<file path="config.mk">
export PLATFORM = sky130hd
export DESIGN_NAME = ex_mul_unit
export DESIGN_NICKNAME = d
export VERILOG_FILES = /design/src/rtl/cpu_pkg.sv /design/src/rtl/mul_shift_add_core.sv /design/src/rtl/ex_mul_unit.sv
export SDC_FILE = /design/constraint.sdc
export NUM_CORES = 1
export LEC_CHECK = 0
export ABC_AREA = 1
export CORE_UTILIZATION = 52
export DETAILED_ROUTE_END_ITERATION = 10
export PLACE_DENSITY = 0.72
export SLEW_MARGIN = 25
export SYNTH_ARGS = -nofsm -noshare
export SYNTH_HDL_FRONTEND = slang
export SYNTH_SLANG_ARGS = --single-unit
export TNS_END_PERCENT = 10
</file>
<file path="constraint.sdc">
create_clock -name clk_i -period 11.94 [get_ports clk_i]
set_input_delay 3.582 -clock clk_i [delete_from_list [all_inputs] [get_ports clk_i]]
set_output_delay 3.582 -clock clk_i [all_outputs]
set_load 0.03 [all_outputs]
</file>
<file path="src/rtl/cpu_pkg.sv">
// rtl/cpu_pkg.sv - shared decode constants and multiplier FSM state type
// Imported by the EX-stage multiplier and its shift-add datapath.
package cpu_pkg;

   localparam logic [1:0] ALUOP_RTYPE  = 2'b10;
   localparam logic [6:0] FUNC7_MULDIV = 7'b0000001;

   localparam logic [2:0] FUNC3_MUL    = 3'b000;
   localparam logic [2:0] FUNC3_MULH   = 3'b001;
   localparam logic [2:0] FUNC3_MULHSU = 3'b010;
   localparam logic [2:0] FUNC3_MULHU  = 3'b011;

   typedef enum logic [1:0] {
      IDLE = 2'b00,
      BUSY = 2'b01,
      DONE = 2'b10
   } mul_state_t;

endpackage : cpu_pkg

</file>
<file path="src/rtl/mul_shift_add_core.sv">
// rtl/mul_shift_add_core.sv - unsigned shift-add multiplier datapath
// One partial product per step; prod_next_o is the accumulator value after the current step.
module mul_shift_add_core
   import cpu_pkg::*;
#(
   parameter int XLEN = 32
) (
   input  logic              clk_i,
   input  logic              rst_i,
   input  logic              start_i,
   input  logic              step_i,
   input  logic [XLEN-1:0]   mcand_i,
   input  logic [XLEN-1:0]   mplier_i,
   output logic              step_done_o,
   output logic [2*XLEN-1:0] prod_next_o
);

   localparam int CW = $clog2(XLEN);

   logic [2*XLEN-1:0] acc_q, acc_d;
   logic [2*XLEN-1:0] mcand_q, mcand_d;
   logic [XLEN-1:0]   mplier_q, mplier_d;
   logic [CW-1:0]     count_q, count_d;
   logic [2*XLEN-1:0] sum;

   always_comb begin
      acc_d    = acc_q;
      mcand_d  = mcand_q;
      mplier_d = mplier_q;
      count_d  = count_q;
      sum      = acc_q + (mplier_q[0] ? mcand_q : '0);
      if (start_i) begin
         acc_d    = '0;
         mcand_d  = {{XLEN{1'b0}}, mcand_i};
         mplier_d = mplier_i;
         count_d  = '0;
      end else if (step_i) begin
         acc_d    = sum;
         mcand_d  = mcand_q << 1;
         mplier_d = mplier_q >> 1;
         count_d  = count_q + 1'b1;
      end
   end

   // The last step's sum is handed straight out so the result can be captured on that same edge.
   assign step_done_o = step_i & (count_q == CW'(XLEN - 1));
   assign prod_next_o = sum;

   always_ff @(posedge clk_i or posedge rst_i) begin
      if (rst_i) begin
         acc_q    <= '0;
         mcand_q  <= '0;
         mplier_q <= '0;
         count_q  <= '0;
      end else begin
         acc_q    <= acc_d;
         mcand_q  <= mcand_d;
         mplier_q <= mplier_d;
         count_q  <= count_d;
      end
   end

endmodule : mul_shift_add_core

</file>
<file path="src/rtl/ex_mul_unit.sv">
// rtl/ex_mul_unit.sv - iterative RV32M multiplier in the EX stage
// Stalls the front end while the shift-add core runs, then pulses done_o with the registered result.
module ex_mul_unit
   import cpu_pkg::*;
#(
   parameter int         XLEN      = 32,
   parameter logic [1:0] MUL_ALUOP = ALUOP_RTYPE,
   parameter logic [6:0] MUL_FUNC7 = FUNC7_MULDIV
) (
   input  logic            clk_i,
   input  logic            rst_i,
   input  logic            valid_i,
   input  logic            flush_i,
   input  logic [1:0]      ALUOp_i,
   input  logic [6:0]      func7_i,
   input  logic [2:0]      func3_i,
   input  logic [XLEN-1:0] RS1data_i,
   input  logic [XLEN-1:0] RS2data_i,
   input  logic [4:0]      RegisterRd_i,
   output logic            stall_o,
   output logic            done_o,
   output logic [XLEN-1:0] result_o,
   output logic [4:0]      RegisterRd_o
);

   mul_state_t        state_q, state_d;
   logic              neg_q, neg_d;
   logic [2:0]        func3_q, func3_d;
   logic [4:0]        rd_q, rd_d;
   logic [XLEN-1:0]   result_q, result_d;
   logic [4:0]        rd_out_q, rd_out_d;

   logic              mul_req;
   logic              signed_a, signed_b, a_neg, b_neg;
   logic [XLEN-1:0]   abs_a, abs_b;
   logic              start, step, step_done;
   logic [2*XLEN-1:0] prod_next, prod_fixed;

   assign mul_req = valid_i & ~flush_i & (ALUOp_i == MUL_ALUOP) &
                    (func7_i == MUL_FUNC7) & ~func3_i[2];

   // MUL takes the unsigned path: the low half is identical for any signedness.
   assign signed_a = (func3_i == FUNC3_MULH) | (func3_i == FUNC3_MULHSU);
   assign signed_b = (func3_i == FUNC3_MULH);
   assign a_neg    = signed_a & RS1data_i[XLEN-1];
   assign b_neg    = signed_b & RS2data_i[XLEN-1];
   assign abs_a    = a_neg ? -RS1data_i : RS1data_i;
   assign abs_b    = b_neg ? -RS2data_i : RS2data_i;

   assign step       = (state_q == BUSY) & ~flush_i;
   assign prod_fixed = neg_q ? -prod_next : prod_next;

   mul_shift_add_core #(.XLEN(XLEN)) u_core (
      .clk_i      (clk_i),
      .rst_i      (rst_i),
      .start_i    (start),
      .step_i     (step),
      .mcand_i    (abs_a),
      .mplier_i   (abs_b),
      .step_done_o(step_done),
      .prod_next_o(prod_next)
   );

   always_comb begin
      state_d  = state_q;
      neg_d    = neg_q;
      func3_d  = func3_q;
      rd_d     = rd_q;
      result_d = result_q;
      rd_out_d = rd_out_q;
      start    = 1'b0;
      stall_o  = 1'b0;
      done_o   = 1'b0;
      unique case (state_q)
         IDLE: begin
            stall_o = mul_req;
            if (mul_req) begin
               start   = 1'b1;
               neg_d   = a_neg ^ b_neg;
               func3_d = func3_i;
               rd_d    = RegisterRd_i;
               state_d = BUSY;
            end
         end
         BUSY: begin
            stall_o = 1'b1;
            if (flush_i) begin
               state_d = IDLE;
            end else if (step_done) begin
               result_d = (func3_q == FUNC3_MUL) ? prod_fixed[XLEN-1:0]
                                                 : prod_fixed[2*XLEN-1:XLEN];
               rd_out_d = rd_q;
               state_d  = DONE;
            end
         end
         DONE: begin
            done_o  = ~flush_i;
            state_d = IDLE;
         end
         default: state_d = IDLE;
      endcase
      // Reset must release the front end immediately, even before the state flop settles.
      if (rst_i) stall_o = 1'b0;
   end

   assign result_o     = result_q;
   assign RegisterRd_o = rd_out_q;

   always_ff @(posedge clk_i or posedge rst_i) begin
      if (rst_i) begin
         state_q  <= IDLE;
         neg_q    <= 1'b0;
         func3_q  <= '0;
         rd_q     <= '0;
         result_q <= '0;
         rd_out_q <= '0;
      end else begin
         state_q  <= state_d;
         neg_q    <= neg_d;
         func3_q  <= func3_d;
         rd_q     <= rd_d;
         result_q <= result_d;
         rd_out_q <= rd_out_d;
      end
   end

endmodule : ex_mul_unit

</file>
== Yosys cells after proc, flatten, opt, wreduce, memory -nomap -nowiden ==
Cells that the tools add are included.
W data, S select, Z words.

* Flip-flop bits (word level): 213
* Bits in latches: 0
* Bits in writable memories: 0
* ROM bits: 0
* Input port bits: 85
* Memories: 0

* Add/subtract/negate cells: 5
* Multiply operators: 0
* Div/mod/pow operators: 0
* $lt $le $gt $ge: 0
* Equality and inequality tests: 9
* Shift-type cells: 0
* Multiplexer cells: 22
* Bitwise logic cells: 12
* Reduce and logical (&&, ||, !) cells: 6

{| class="wikitable"
|+ Operators by type and width
! cell !! number
|-
| $mux W64 || 6
|-
| $mux W32 || 5
|-
| $add A64 B64 Y64 || 1
|-
| $neg A32 Y32 || 2
|-
| $neg A64 Y64 || 1
|-
| $mux W5 || 2
|-
| $and A1 B1 Y1 || 8
|-
| $eq A7 B1 Y1 const B || 1
|-
| $mux W2 || 3
|-
| $add A5 B1 Y5 const B || 1
|-
| $eq A5 B5 Y1 const B || 1
|-
| $eq A2 B2 Y1 const B || 2
|-
| $mux W1 || 4
|-
| $pmux W2 S2 || 1
|-
| $reduce_and A2 Y1 || 2
|-
| $eq A3 B1 Y1 const B || 1
|-
| $eq A3 B2 Y1 const B || 1
|-
| $logic_not A3 Y1 || 1
|-
| $ne A3 B3 Y1 const B || 1
|-
| $reduce_and A3 Y1 || 1
|-
| $eq A2 B1 Y1 const B || 1
|-
| $logic_not A2 Y1 || 1
|-
| $ne A2 B2 Y1 const B || 1
|-
| $not A1 Y1 || 2
|-
| other kinds (4) || 4
|}

== Logic depth before layout (Yosys ltp) ==
* Depth in word-level cells: 8
* Gate-level depth with buffers: 30

== Modules after synthesis ==
From an unflattened synthesis, not the netlist that was laid out.

* Cell total of the unflattened synthesis: 3234
* Area total of the unflattened synthesis: 19329.8 µm²

{| class="wikitable"
|+ Modules (own cells, without submodules)
! module !! times used !! cells each !! area each (µm²) !! sequential area each (µm²)
|-
| mul_shift_add_core || 1 || 2134 || 13100.1 || 4129.0
|-
| ex_mul_unit || 1 || 1100 || 6229.7 || 1201.2
|}

== Worst setup path after synthesis ==
Ideal clock, no wire load.

* Path kind: in2out
* Start point: input func7_i[5]
* End point: output stall_o
* Arrival: 4742 ps
* Required time: 8358 ps
* Setup slack: 3616 ps
* Stages on the path: 6
* Cells stage by stage: nor3_1 nand3_1 nor3_1 nand3_1 clkbuf_1 a21oi_1

* Word-level cells in the longest chain between the ends: 5

{| class="wikitable"
|+ RTL lines
! item !! line !! source
|-
| start, declared || ex_mul_unit.sv:15 || <nowiki>input logic [6:0] func7_i,</nowiki>
|-
| $eq A7 B1 Y1 || ex_mul_unit.sv:40 || <nowiki>(func7_i == MUL_FUNC7) & ~func3_i[2];</nowiki>
|-
| $and A1 B1 Y1 || ex_mul_unit.sv:39 || <nowiki>assign mul_req = valid_i & ~flush_i & (ALUOp_i == MUL_ALUOP) &</nowiki>
|-
| $and A1 B1 Y1 || ex_mul_unit.sv:40 ||
|-
| $pmux W1 S2 || ex_mul_unit.sv:74 || <nowiki>unique case (state_q)</nowiki>
|-
| $mux W1 || ex_mul_unit.sv:103 || <nowiki>if (rst_i) stall_o = 1'b0;</nowiki>
|-
| end, declared || ex_mul_unit.sv:20 || <nowiki>output logic stall_o,</nowiki>
|}

No other way between the ends.

== Final worst setup path ==
Ends and elaborated chain as after synthesis.

==> out/qor.yml <==
worst_setup_path:
  endpoint_kind: "output pin"
  critPathSlowestCell: "clkdlybuf4s50_1"
  slowest_delay_ns: 0.70
  arrival_ns: 5.76
  startpoint_type: "input port"
  path_class: "input port to output pin"
  worstPathRequired_ns: 8.36
  reg2regPathDepth: 25
  critPathMaxFanout: 11
  reg2reg_to: "result_o[17]"
  reg2reg_from: "u_core.mplier_q[0]"
  cp_cell_sequence: "clkdlybuf4s50_1, nor3_1, nand3_1, nor3_1, nand3_1, a21oi_1, clkdlybuf4s50_1"
  reg2reg_setup_slack_ns: 7.13
  critical_path.startpoint: "func7_i[5]"
min_path:
  worstHoldEndpoint: "RegisterRd_o[4]"
  hp-class: "register to register"
  worstHoldStart: "RegisterRd_o[4]"
  whs_path_depth: 2
logic_synthesis:
  ys_ff_latch: 213
  synth_area_leader_cell: "dfrtp_1"
  yosysUniqueCellTypes: 51
  async_reset_ff_share_pct: 100
  syn_area_per_cell_um2: 5.96
  synth_fp_nets: 3336
  ys_warn_count: 0
  synth_edf_count: 0
  synthTopCellsByArea: "dfrtp_1 (28%), nand2_1 (23%), inv_1 (11%), nor2_1 (5.5%), nand3_1 (5.1%)"
  netlist_instances: 3182
  synth_top_area_share_pct: 28.1
  syn-cell-area_um2: 19000
  synth_ff_type: "dfrtp_1"
  ys_seq_area_share_pct: 28.1
placement:
  hpwl_um: 54900
  dp.cells: 3701
  io_buffers: 123
  gp_congestion: 1.03
final_layout:
  multi_input_area_um2: 11100
  area_delta_synth_final_pct: 13.2
  final_nets: 3422
  seq_area_um2: 5330
  n_fill_cell: 3551
  layout-drive-gt1-share_pct: 5.99
  diodes: 0
  final_cells: 3748
pwr:
  power.leakage_nw: 11.9
  power_mw: 2.08
  powerDensity_nw_per_um2: 97.1
  ir_drop_uv: 95.8
cts:
  cts_buffers: 26
  post_cts_buffers: 0
  clock_sinks: 213
  cts_root_buf: "clkbuf_16"
  path_clk_slew_ns: 0.06
  clk_latency_ns: 0.57
  h-tree-depth: 1
  ctsResizeCount: 0
  clockBufferDepth: 3
  cts_tree: "done"
  hold_buffers: 0
floorplan:
  start_util_pct: 53.1
  ioPinCount: 124
  die_y_um: 193
  die_x_um: 193
  die_area_um2: 37200
  core-area_um2: 35700
  fp-row-count: 69
sta:
  worstMarginPinSlew_ns: 0.935
  post-route-min-period_ns: 9.34
  slew_violations: 0
  setup_viol: 0
  finalCritPeriodShare_pct: 78.2
  rsz0062_at_grt: "false"
  whs_ns: 0.473
  hold_viol_final: 0
  max_freq_mhz: 107
  finClkSkew_ns: 0.0217
  fin_setup_tns_ns: 0
  max_slew_margin_pct: 37.6
global_route:
  grt_pass1_vias: 18800
  grt_overflow: 0
  grtUsageTotal_pct: 37.3
  grt_pass1_wl_um: 105000
  grt_max_degree: 149
  grt_antenna_before_repair: 1
drt:
  routed_via_density: 5.55
  drtIter0Drc: 2488
  drt_wl_total_um: 69300
  dr.pass1.iters: 9
  num_vias: 20800
  avgRoutedWirePerCell_um: 18.5
  route.detailed.drc: 2
  drtAntennaViolNets: 0
outcome:
  status: "finished with violations"
  violations: "DRC"
run:
  maxCapViolations: 0
state kept, by name, indices dropped and copies added, names as in the netlist, 3 cells and up:
register,count
u_core.acc_q,64
u_core.mcand_q,64
result_o,32
u_core.mplier_q,32
RegisterRd_o,5
rd_q,5
u_core.count_q,5
func3_q,3
placed cells by master, fill, tap and decap left out, drive strengths merged, types with 2 or more instances in the layout:
cell type,n
a221o,6
nor4,3
o22ai,34
o21bai,3
o41ai,2
or2,2
nand2,1203
a31oi,9
clkbuf,34
nor2,311
clkdlybuf4s50,123
inv,592
nand3b,14
o221ai,37
o31ai,2
bufinv,2
o211ai,14
and2,2
ha,68
xnor2,9
clkinv,15
a32o,2
xor2,28
buf,12
nor3,39
a21oi,122
o21ai,140
nand3,211
dfrtp,213
o311ai,2
a22o,2
nand4,26
power by group:
group	internal, mW	total (mW)	switching [mW]
Combinational	0.148	0.448	0.300
Clock	0.473	0.813	0.340
Sequential	0.783	0.824	0.0407
per-layer routing:
metal | global-route usage, % | vias to the layer above | share of wire [%]
li1 | - | 10100 | -
met3 | 7.06 | 130 | 10
met1 | 52.3 | 9576 | 43
met2 | 57.3 | 1008 | 43
met5 | 0 | - | 0.019
met4 | 13.2 | 2 | 3.5
cells in the mapped netlist (2+ instances only):
library cell  count
o311ai_0          2
inv_2            13
nand2_2          48
clkinv_1          6
a221o_1           6
o22ai_1          34
nand3_1         193
buf_2             2
a31oi_1           9
a21oi_2           7
xnor2_1           8
o21ai_0         136
o21bai_1          3
nand3b_1         14
o221ai_1         37
nand2_1        1153
nor2_4            8
nor4_1            3
nor3_2            6
buf_1             7
dfrtp_1         213
nand4_1          26
a32o_1            2
o21ai_1           3
clkbuf_1         66
nor2_2           24
inv_1           577
nand3_2          18
xor2_1           28
o31ai_1           2
ha_1             68
nor3_1           30
nor3_4            3
o41ai_1           2
or2_2             2
a21oi_1         115
nand2_4           2
nor2_1          279
o211ai_1         14
a22o_1            2
worst max path at each step:
stage | endpoint | slack (ns) | cells past startpoint
after floorplan | RegisterRd_o[0] | 2.54 | 1
after global placement | stall_o | 2.59 | 7
after detailed placement | stall_o | 2.59 | 7
after CTS | stall_o | 2.58 | 7
after global routing | stall_o | 2.45 | 7
final | stall_o | 2.60 | 7
metrics by stage:
| step | utilization [%] | area, um2 | setup WS (ns) |
|---|---|---|---|
| 4_1_cts | 60.1 | 21500 | 2.58 |
| 2_1_floorplan | - | 19000 | 2.54 |
| 3_3_place_gp | 57.6 | 20600 | 2.59 |
| 6_report | 60.1 | 21500 | 2.60 |
| 3_5_place_dp | 57.6 | 20600 | 2.59 |
| 5_1_grt | 60.1 | 21500 | 2.45 |
critical path, delay by kind of cell:
kind / cells / cell delay [ns]
AOI/OAI and AO/OA: 1 / 0.28
and+or+nand+nor: 4 / 0.74
buffers and inverters: 2 / 1.15
kinds of logic after synthesis:
group	Yosys count	synth area share, %
simple gates	1813	40.4
xor+xnor	37	1.75
buf+inv	673	13.4
fa+ha+maj	69	4.59
flops	213	28.1
compound gates	377	11.8
layout make-up:
type                       count  share of cell area [%]
inverter                     596                    10.5
tap                          461                    2.69
multi-input combinational   2296                    51.8
sequential                   213                    24.8
clock inverter                13                   0.658
clock buffer                  34                    3.36
timing repair buffer         135                    6.17
Note: power is estimated with default switching activity, not from simulation.
